File: src/rtl/sram_arb.sv
// Two-requester arbiter/sequencer for the single-port sram32k data memory.
// Define SRAM_ARB_RR_EN for round-robin tie-breaking; default is fixed priority (port 0 wins).
module sram_arb #(
    parameter int unsigned DATA_WIDTH = 32,
    parameter int unsigned ADDR_WIDTH = 13
) (
    input  logic                    clk_i,
    input  logic                    rst_i,
    input  logic [1:0]              req_valid_i,
    output logic [1:0]              req_ready_o,
    input  logic [1:0]              req_write_i,
    input  logic [63:0]             req_addr_i,
    input  logic [2*DATA_WIDTH-1:0] req_wdata_i,
    output logic [1:0]              rsp_valid_o,
    output logic [DATA_WIDTH-1:0]   rsp_rdata_o,
    output logic                    grant_o,
    output logic                    sram_cen_o,
    output logic                    sram_wen_o,
    output logic [ADDR_WIDTH-1:0]   sram_a_o,
    output logic [DATA_WIDTH-1:0]   sram_d_o,
    input  logic [DATA_WIDTH-1:0]   sram_q_i
);

    typedef enum logic [1:0] {IDLE, ACCESS, RESP} state_t;

    state_t                state;
    logic                  write_q;
    logic [1:0]            rsp_valid_q;
    logic                  win;
    logic                  accept;
    logic [31:0]           win_addr;
    logic [DATA_WIDTH-1:0] win_wdata;
    logic                  win_write;
    logic                  unused_addr_bits;
`ifdef SRAM_ARB_RR_EN
    logic                  last_grant;
`endif

    always_comb begin
`ifdef SRAM_ARB_RR_EN
        win = (&req_valid_i) ? ~last_grant : req_valid_i[1];
`else
        win = ~req_valid_i[0];
`endif
        // No accept while reset is sampled: the request would be discarded anyway.
        accept      = (state != ACCESS) && (|req_valid_i) && !rst_i;
        req_ready_o = '0;
        if (accept) req_ready_o[win] = 1'b1;
    end

    assign win_addr  = win ? req_addr_i[63:32] : req_addr_i[31:0];
    assign win_wdata = win ? req_wdata_i[2*DATA_WIDTH-1:DATA_WIDTH] : req_wdata_i[DATA_WIDTH-1:0];
    assign win_write = win ? req_write_i[1] : req_write_i[0];
    assign unused_addr_bits = ^{win_addr[31:ADDR_WIDTH+2], win_addr[1:0]};

    always_ff @(posedge clk_i) begin
        if (rst_i) begin
            state       <= IDLE;
            write_q     <= 1'b0;
            rsp_valid_q <= '0;
            grant_o     <= 1'b0;
            sram_cen_o  <= 1'b1;
            sram_wen_o  <= 1'b1;
            sram_a_o    <= '0;
            sram_d_o    <= '0;
`ifdef SRAM_ARB_RR_EN
            last_grant  <= 1'b1;
`endif
        end else begin
            rsp_valid_q <= '0;
            sram_cen_o  <= 1'b1;
            sram_wen_o  <= 1'b1;
            case (state)
                IDLE, RESP: begin
                    if (accept) begin
                        state      <= ACCESS;
                        grant_o    <= win;
                        write_q    <= win_write;
                        sram_a_o   <= win_addr[ADDR_WIDTH+1:2];
                        sram_d_o   <= win_wdata;
                        sram_cen_o <= 1'b0;
                        sram_wen_o <= ~win_write;
`ifdef SRAM_ARB_RR_EN
                        last_grant <= win;
`endif
                    end else begin
                        state <= IDLE;
                    end
                end
                ACCESS: begin
                    state                <= RESP;
                    rsp_valid_q[grant_o] <= 1'b1;
                end
                default: state <= IDLE;
            endcase
        end
    end

    // Response is suppressed in a cycle where reset is sampled, so an in-flight access never completes.
    assign rsp_valid_o = rsp_valid_q & {2{~rst_i}};
    assign rsp_rdata_o = (state == RESP && !write_q && !rst_i) ? sram_q_i : '0;

endmodule

File: config.mk
export PLATFORM = sky130hd
export DESIGN_NAME = sram_arb
export DESIGN_NICKNAME = d
export VERILOG_FILES = /design/src/rtl/sram_arb.sv
export SDC_FILE = /design/constraint.sdc
export NUM_CORES = 1
export LEC_CHECK = 0
export ABC_AREA = 1
export CAP_MARGIN = 10
export CORE_MARGIN = 4
export CORE_UTILIZATION = 33
export CTS_CLUSTER_SIZE = 25
export DETAILED_ROUTE_END_ITERATION = 16
export GPL_TIMING_DRIVEN = 0
export PLACE_DENSITY = 0.87
export SYNTH_ARGS = -nofsm -noshare
export SYNTH_HDL_FRONTEND = slang
export SYNTH_SLANG_ARGS = --single-unit
export TNS_END_PERCENT = 30
File: constraint.sdc
create_clock -name clk_i -period 1.85 [get_ports clk_i]
set_input_delay 0.185 -clock clk_i [delete_from_list [all_inputs] [get_ports clk_i]]
set_output_delay 0.185 -clock clk_i [all_outputs]
set_load 0.01 [all_outputs]
* Yosys cells after proc, flatten, opt, wreduce, memory -nomap -nowiden
Cells that the tools add are included.
** Operators by class
- Magnitude comparators :: 4
- Eq/ne operators :: 3
- Mux-type cells :: 12
- Bitwise gates (word level) :: 7
- Reduce and logical (&&, ||, !) cells :: 15
** Operator list (count)
- $mux W32 :: 2
- $mux W15 :: 1
- $reduce_or A2 Y1 :: 4
- $logic_and A1 B1 Y1 :: 6
- $not A1 Y1 :: 6
- $mux W1 :: 5
- $lt A1 B2 Y1 const B :: 2
- $pmux W2 S2 :: 1
- $reduce_or A3 Y1 :: 1
- $and A2 B2 Y2 :: 1
- $demux W1 S1 :: 2
- $eq A2 B1 Y1 const B :: 1
- $eq A2 B2 Y1 const B :: 1
- $ge A1 B1 Y1 const B :: 2
- $logic_not A1 Y1 :: 2
- $logic_not A2 Y1 :: 1
- $mux W2 :: 1
- $ne A2 B1 Y1 const B :: 1
- $reduce_and A2 Y1 :: 1
** Word-level totals
- Register bits after elaboration :: 53
- Input port bits :: 166
- Output and inout bits :: 84

* Depth between registers and ports, before layout
Gate-level depths: netlist of the first run.
- Depth after elaboration :: 6
- Depth in mapped cells :: 7

* Worst setup path after synthesis of the first run
No wires, ideal clock.
- Path type :: reg-to-output
- Start point :: register state[0]
- End point :: output port rsp_rdata_o[0]
- Arrival time :: 919 ps
- Required time :: 1665 ps
- Setup slack :: 746 ps
- Cell stages (with the launch flop) :: 5
- Cell sequence :: dfxtp_1 nor2_1 nand2_1 clkbuf_1 nor2_1
** On the way
- Longest elaborated chain between the ends :: 4
** RTL lines
- start: declaration :: line 26 : state_t state;
- start signal: assignment :: line 58 : state <= IDLE;
- start signal: assignment :: line 76 : state <= ACCESS;
- start signal: assignment :: line 87 : state <= IDLE;
- $eq A2 B2 Y1 :: line 101 : assign rsp_rdata_o = (state == RESP && !write_q && !rst_i) ? sram_q_i : '0;
- $logic_and A1 B1 Y1 (2 in a row) :: line 101
- $mux W32 :: line 101
- end: declaration :: line 15 : output logic [DATA_WIDTH-1:0] rsp_rdata_o,
Every way passes these cells.

* Worst setup path in the final report of the first run
- Start point :: register state[0]
- End point :: output port rsp_rdata_o[19]
Same word-level chain as after synthesis.

==> qor.yml, run 1 <==
power:
  intPower_mw: 2.11
  share_seq_of_total_power_pct: 43.8
  vdd_drop_max_mv: 0.336
  power_mw: 2.83
  power_leakage_nw: 2.41
  clk_pwr_share_pct: 28.5
  power_per_cell_area_nw_per_um2: 566
  power.switching_uw: 725
  combinational_power_share_pct: 27.7
  switching_fraction_of_total_power_pct: 25.6
routing:
  drt-pass1-iter-count: 5
  postRouteWirelength_um: 10200
  wl_per_cell_um: 13.3
  routed-via-count: 3368
  post_route_drc_violation_count: 0
  via_per_inst: 4.37
  antenna_violating_nets_post_route: 0
  detailedRoute.firstIterationViolations: 57
timing:
  worstMarginPinSlew_ns: 0.510
  final_min_period_over_clock_period_pct: 95.6
  finalSetupViolCount: 0
  fin_hold_ws_ns: 0.445
  fmax_mhz: 565
  rsz0062_at_grt: "false"
  finalWorstPathRequiredPeriod_ns: 1.77
  finClkSkew_ns: 0.00566
  total_count_of_max_transition_violations_in_the_final_report: 0
  timing_hold_violations_final: 0
  slew-limit-headroom_pct: 66.0
layout:
  fill_cell_total_of_the_finished_layout: 715
  layoutNonFillerInstCount: 770
  final_cell_area_um2: 5000
  final_nets: 832
  syn_to_final_growth_pct: 87.6
  drive_above_1_share_pct: 5.10
  multiInputGateArea_um2: 1300
  seq_area_um2: 1060
global_route:
  wire_length_of_the_first_global_routing_pass_um: 16300
  grt_util_overall_pct: 20.6
  grt_util_met2_pct: 38.1
  gr-usage-met1_pct: 24.0
  first_global_vias: 3390
  gr-total-overflow: 0
  grt_busiest_layer: "met2"
  grt_antenna_before_repair: 0
  gr-usage-met3_pct: 5.57
  pin_count_of_the_biggest_net_entering_global_routing: 16
worst_setup_path:
  worst_r2r_path_depth: 7
  worst_ep_arrival_time_ns: 1.58
  timing.critical_path.required_ns: 1.66
  setup_slack_on_the_worst_flop_to_flop_path_ns: 0.58
  critPathLaunchType: "flop"
  reg_to_reg_startpoint: "state[0]$_SDFF_PP0_"
  crit_path_max_fanout: 5
  crit_path_end_kind: "primary output"
  cpLargestDelayFamily: "buffers and inverters"
  timing_worst_setup_path_type: "flop to primary output"
  worst_r2r_endpoint: "sram_d_o[11]$_SDFFE_PP0P_"
  slowest_delay_ns: 0.55
  crit_path_cell_trace: "nor2_2 -> nand2_2 -> nor2_1 -> clkdlybuf4s50_1"
  critPathSlowestCell: "sky130_fd_sc_hd__clkdlybuf4s50_1"
  critical_path_buf_inv_count: 1
synthesis:
  ys.flop_type: "sky130_fd_sc_hd__dfxtp_1"
  postSynthRegisterBits: 53
  synth-edff-count: 0
  postSynthCellCount: 448
  netlist_top_cells_area: "sky130_fd_sc_hd__dfxtp_1, sky130_fd_sc_hd__nand2_1, sky130_fd_sc_hd__a21oi_1"
  synth-async-reset-ratio_pct: 0
  synth_cell_type_count: 14
  synth_warnings: 0
  synthTopCellsByCount: "sky130_fd_sc_hd__nand2_1, sky130_fd_sc_hd__dfxtp_1, sky130_fd_sc_hd__a21oi_1"
  post_synth_instance_area_um2: 2670
  ys_seq_area_share_pct: 39.8
  post-synth-top-count-cell: "sky130_fd_sc_hd__nand2_1"
  synth_top_area_share_pct: 39.8
  avgSynthCellArea_um2: 5.95
  synth_fp_nets: 614
  yosysTopAreaCell: "sky130_fd_sc_hd__dfxtp_1"
clock_tree:
  cts_hold_repair.buffers: 0
  root_buffer: "sky130_fd_sc_hd__clkbuf_8"
  postCtsSetupBuffers: 0
  numClockSinks: 53
  num_cts_buffers: 5
  clock_tree_from_tritoncts: "yes"
  cts.repair.resized: 40
  clk_pin_slew_worst_paths_ns: 0.09
  h-tree-depth: 2
  clk-insertion-delay-late_ns: 0.30
  ctsLongestPathBuffers: 2
placement:
  placedCellCount: 761
  port_buffers: 211
  hpwl_um: 8200
  routabilityCongestion: 0.849
  place_area_um2: 4910
floorplanning:
  die_width_um: 97.9
  core_region_area_um2: 7810
  effective_utilization_at_floorplan_pct: 34.2
  core.rowCount: 32
  die_y_um: 97.9
  io_pins: 250
  die_area_um2: 9580
min_path:
  min_path_type: "primary input to flop"
  hold_path_end: "state[0]$_SDFF_PP0_"
  hold_path_startpoint: "req_valid_i[0]"
  min_delay_path_depth: 4
run_status:
  status: "finished clean"
flow_run:
  max_cap_viol_count: 0
worst reg2reg max path: stages (launching register included):
cell and delay, ns:
sky130_fd_sc_hd__dfxtp_1 0.37, sky130_fd_sc_hd__inv_1 0.09, sky130_fd_sc_hd__nand2_1 0.05, sky130_fd_sc_hd__nor2_1 0.12, sky130_fd_sc_hd__buf_4 0.22, sky130_fd_sc_hd__buf_6 0.16, sky130_fd_sc_hd__nand2_1 0.08, sky130_fd_sc_hd__a21oi_1 0.13
through the flow:
stage	util [%]	setup WS, ns	TNS, ns
4_1_cts	64.0	0.0754	0
6_report	64.1	0.0812	0
5_1_grt	64.0	0.00179	0
3_3_place_gp	62.8	-0.303	-6.63
2_1_floorplan	-	0.746	0
3_5_place_dp	62.8	-0.312	-7.44
worst max path at each step:
| stage | startpoint | endpoint | slack, ns | cells after the start |
|---|---|---|---|---|
| floorplan | state[0]$_SDFF_PP0_ | rsp_rdata_o[0] | 0.75 | 4 |
| global placement | rst_i | rsp_rdata_o[5] | -0.30 | 6 |
| detailed placement | rst_i | rsp_rdata_o[5] | -0.31 | 6 |
| CTS | req_valid_i[0] | req_ready_o[0] | 0.08 | 6 |
| global route | state[1]$_SDFF_PP0_ | rsp_rdata_o[19] | 0.002 | 5 |
| finish | state[0]$_SDFF_PP0_ | rsp_rdata_o[19] | 0.08 | 4 |
power groups by stage:
stage	clock network, mW	logic (mW)	registers, mW
detailed placement	0	0.794	1.27
finish	0.808	0.784	1.24
global route	0.870	0.860	1.25
CTS	0.829	0.791	1.24
global placement	0	0.781	1.26
floorplan	0	0.274	1.29
state kept, by name, summed over array words and instances, names as in the netlist:
| register | count |
|---|---|
| sram_cen_o | 1 |
| state | 2 |
| write_q | 1 |
| rsp_valid_q | 2 |
| sram_d_o | 32 |
| sram_a_o | 13 |
| grant_o | 1 |
| sram_wen_o | 1 |
layer usage:
metal	routed length (um)	vias up
met5	0	-
met4	80	0
met3	776	7
met2	5320	119
met1	4030	1468
li1	-	1774
cell usage in the layout (no fill, tap or decap), drive strengths merged, types with 15 or more instances in the layout:
cell and instances:
clkbuf 15, dfxtp 53, nor2 42, dlygate4sd2 33, buf 20, nand2 234
inv 41, clkdlybuf4s50 177, a21oi 47
cell families after synthesis:
logic type,after synthesis,synth area share (%)
AND/OR/NAND/NOR,277,39.0
buffers and inverters,69,11.9
AO/OA/AOI/OAI,49,9.29
flip-flops,53,39.8
final cells by class:
cell class,instances,area share (%)
Antenna cell,1,0.0500
Buffer,28,3.43
Clock buffer,7,1.73
Clock inverter,1,0.600
Inverter,41,3.08
Multi-Input combinational cell,326,25.9
Sequential cell,53,21.2
Tap cell,102,2.55
Timing Repair Buffer,211,41.4
Note: power is estimated with default switching activity, not from simulation.
==> run 2: changes to the inputs <==
SLEW_MARGIN = 20   (was default)
==> results of run 2 <==
Final layout, timing and power as in run 1 (identical DEF).
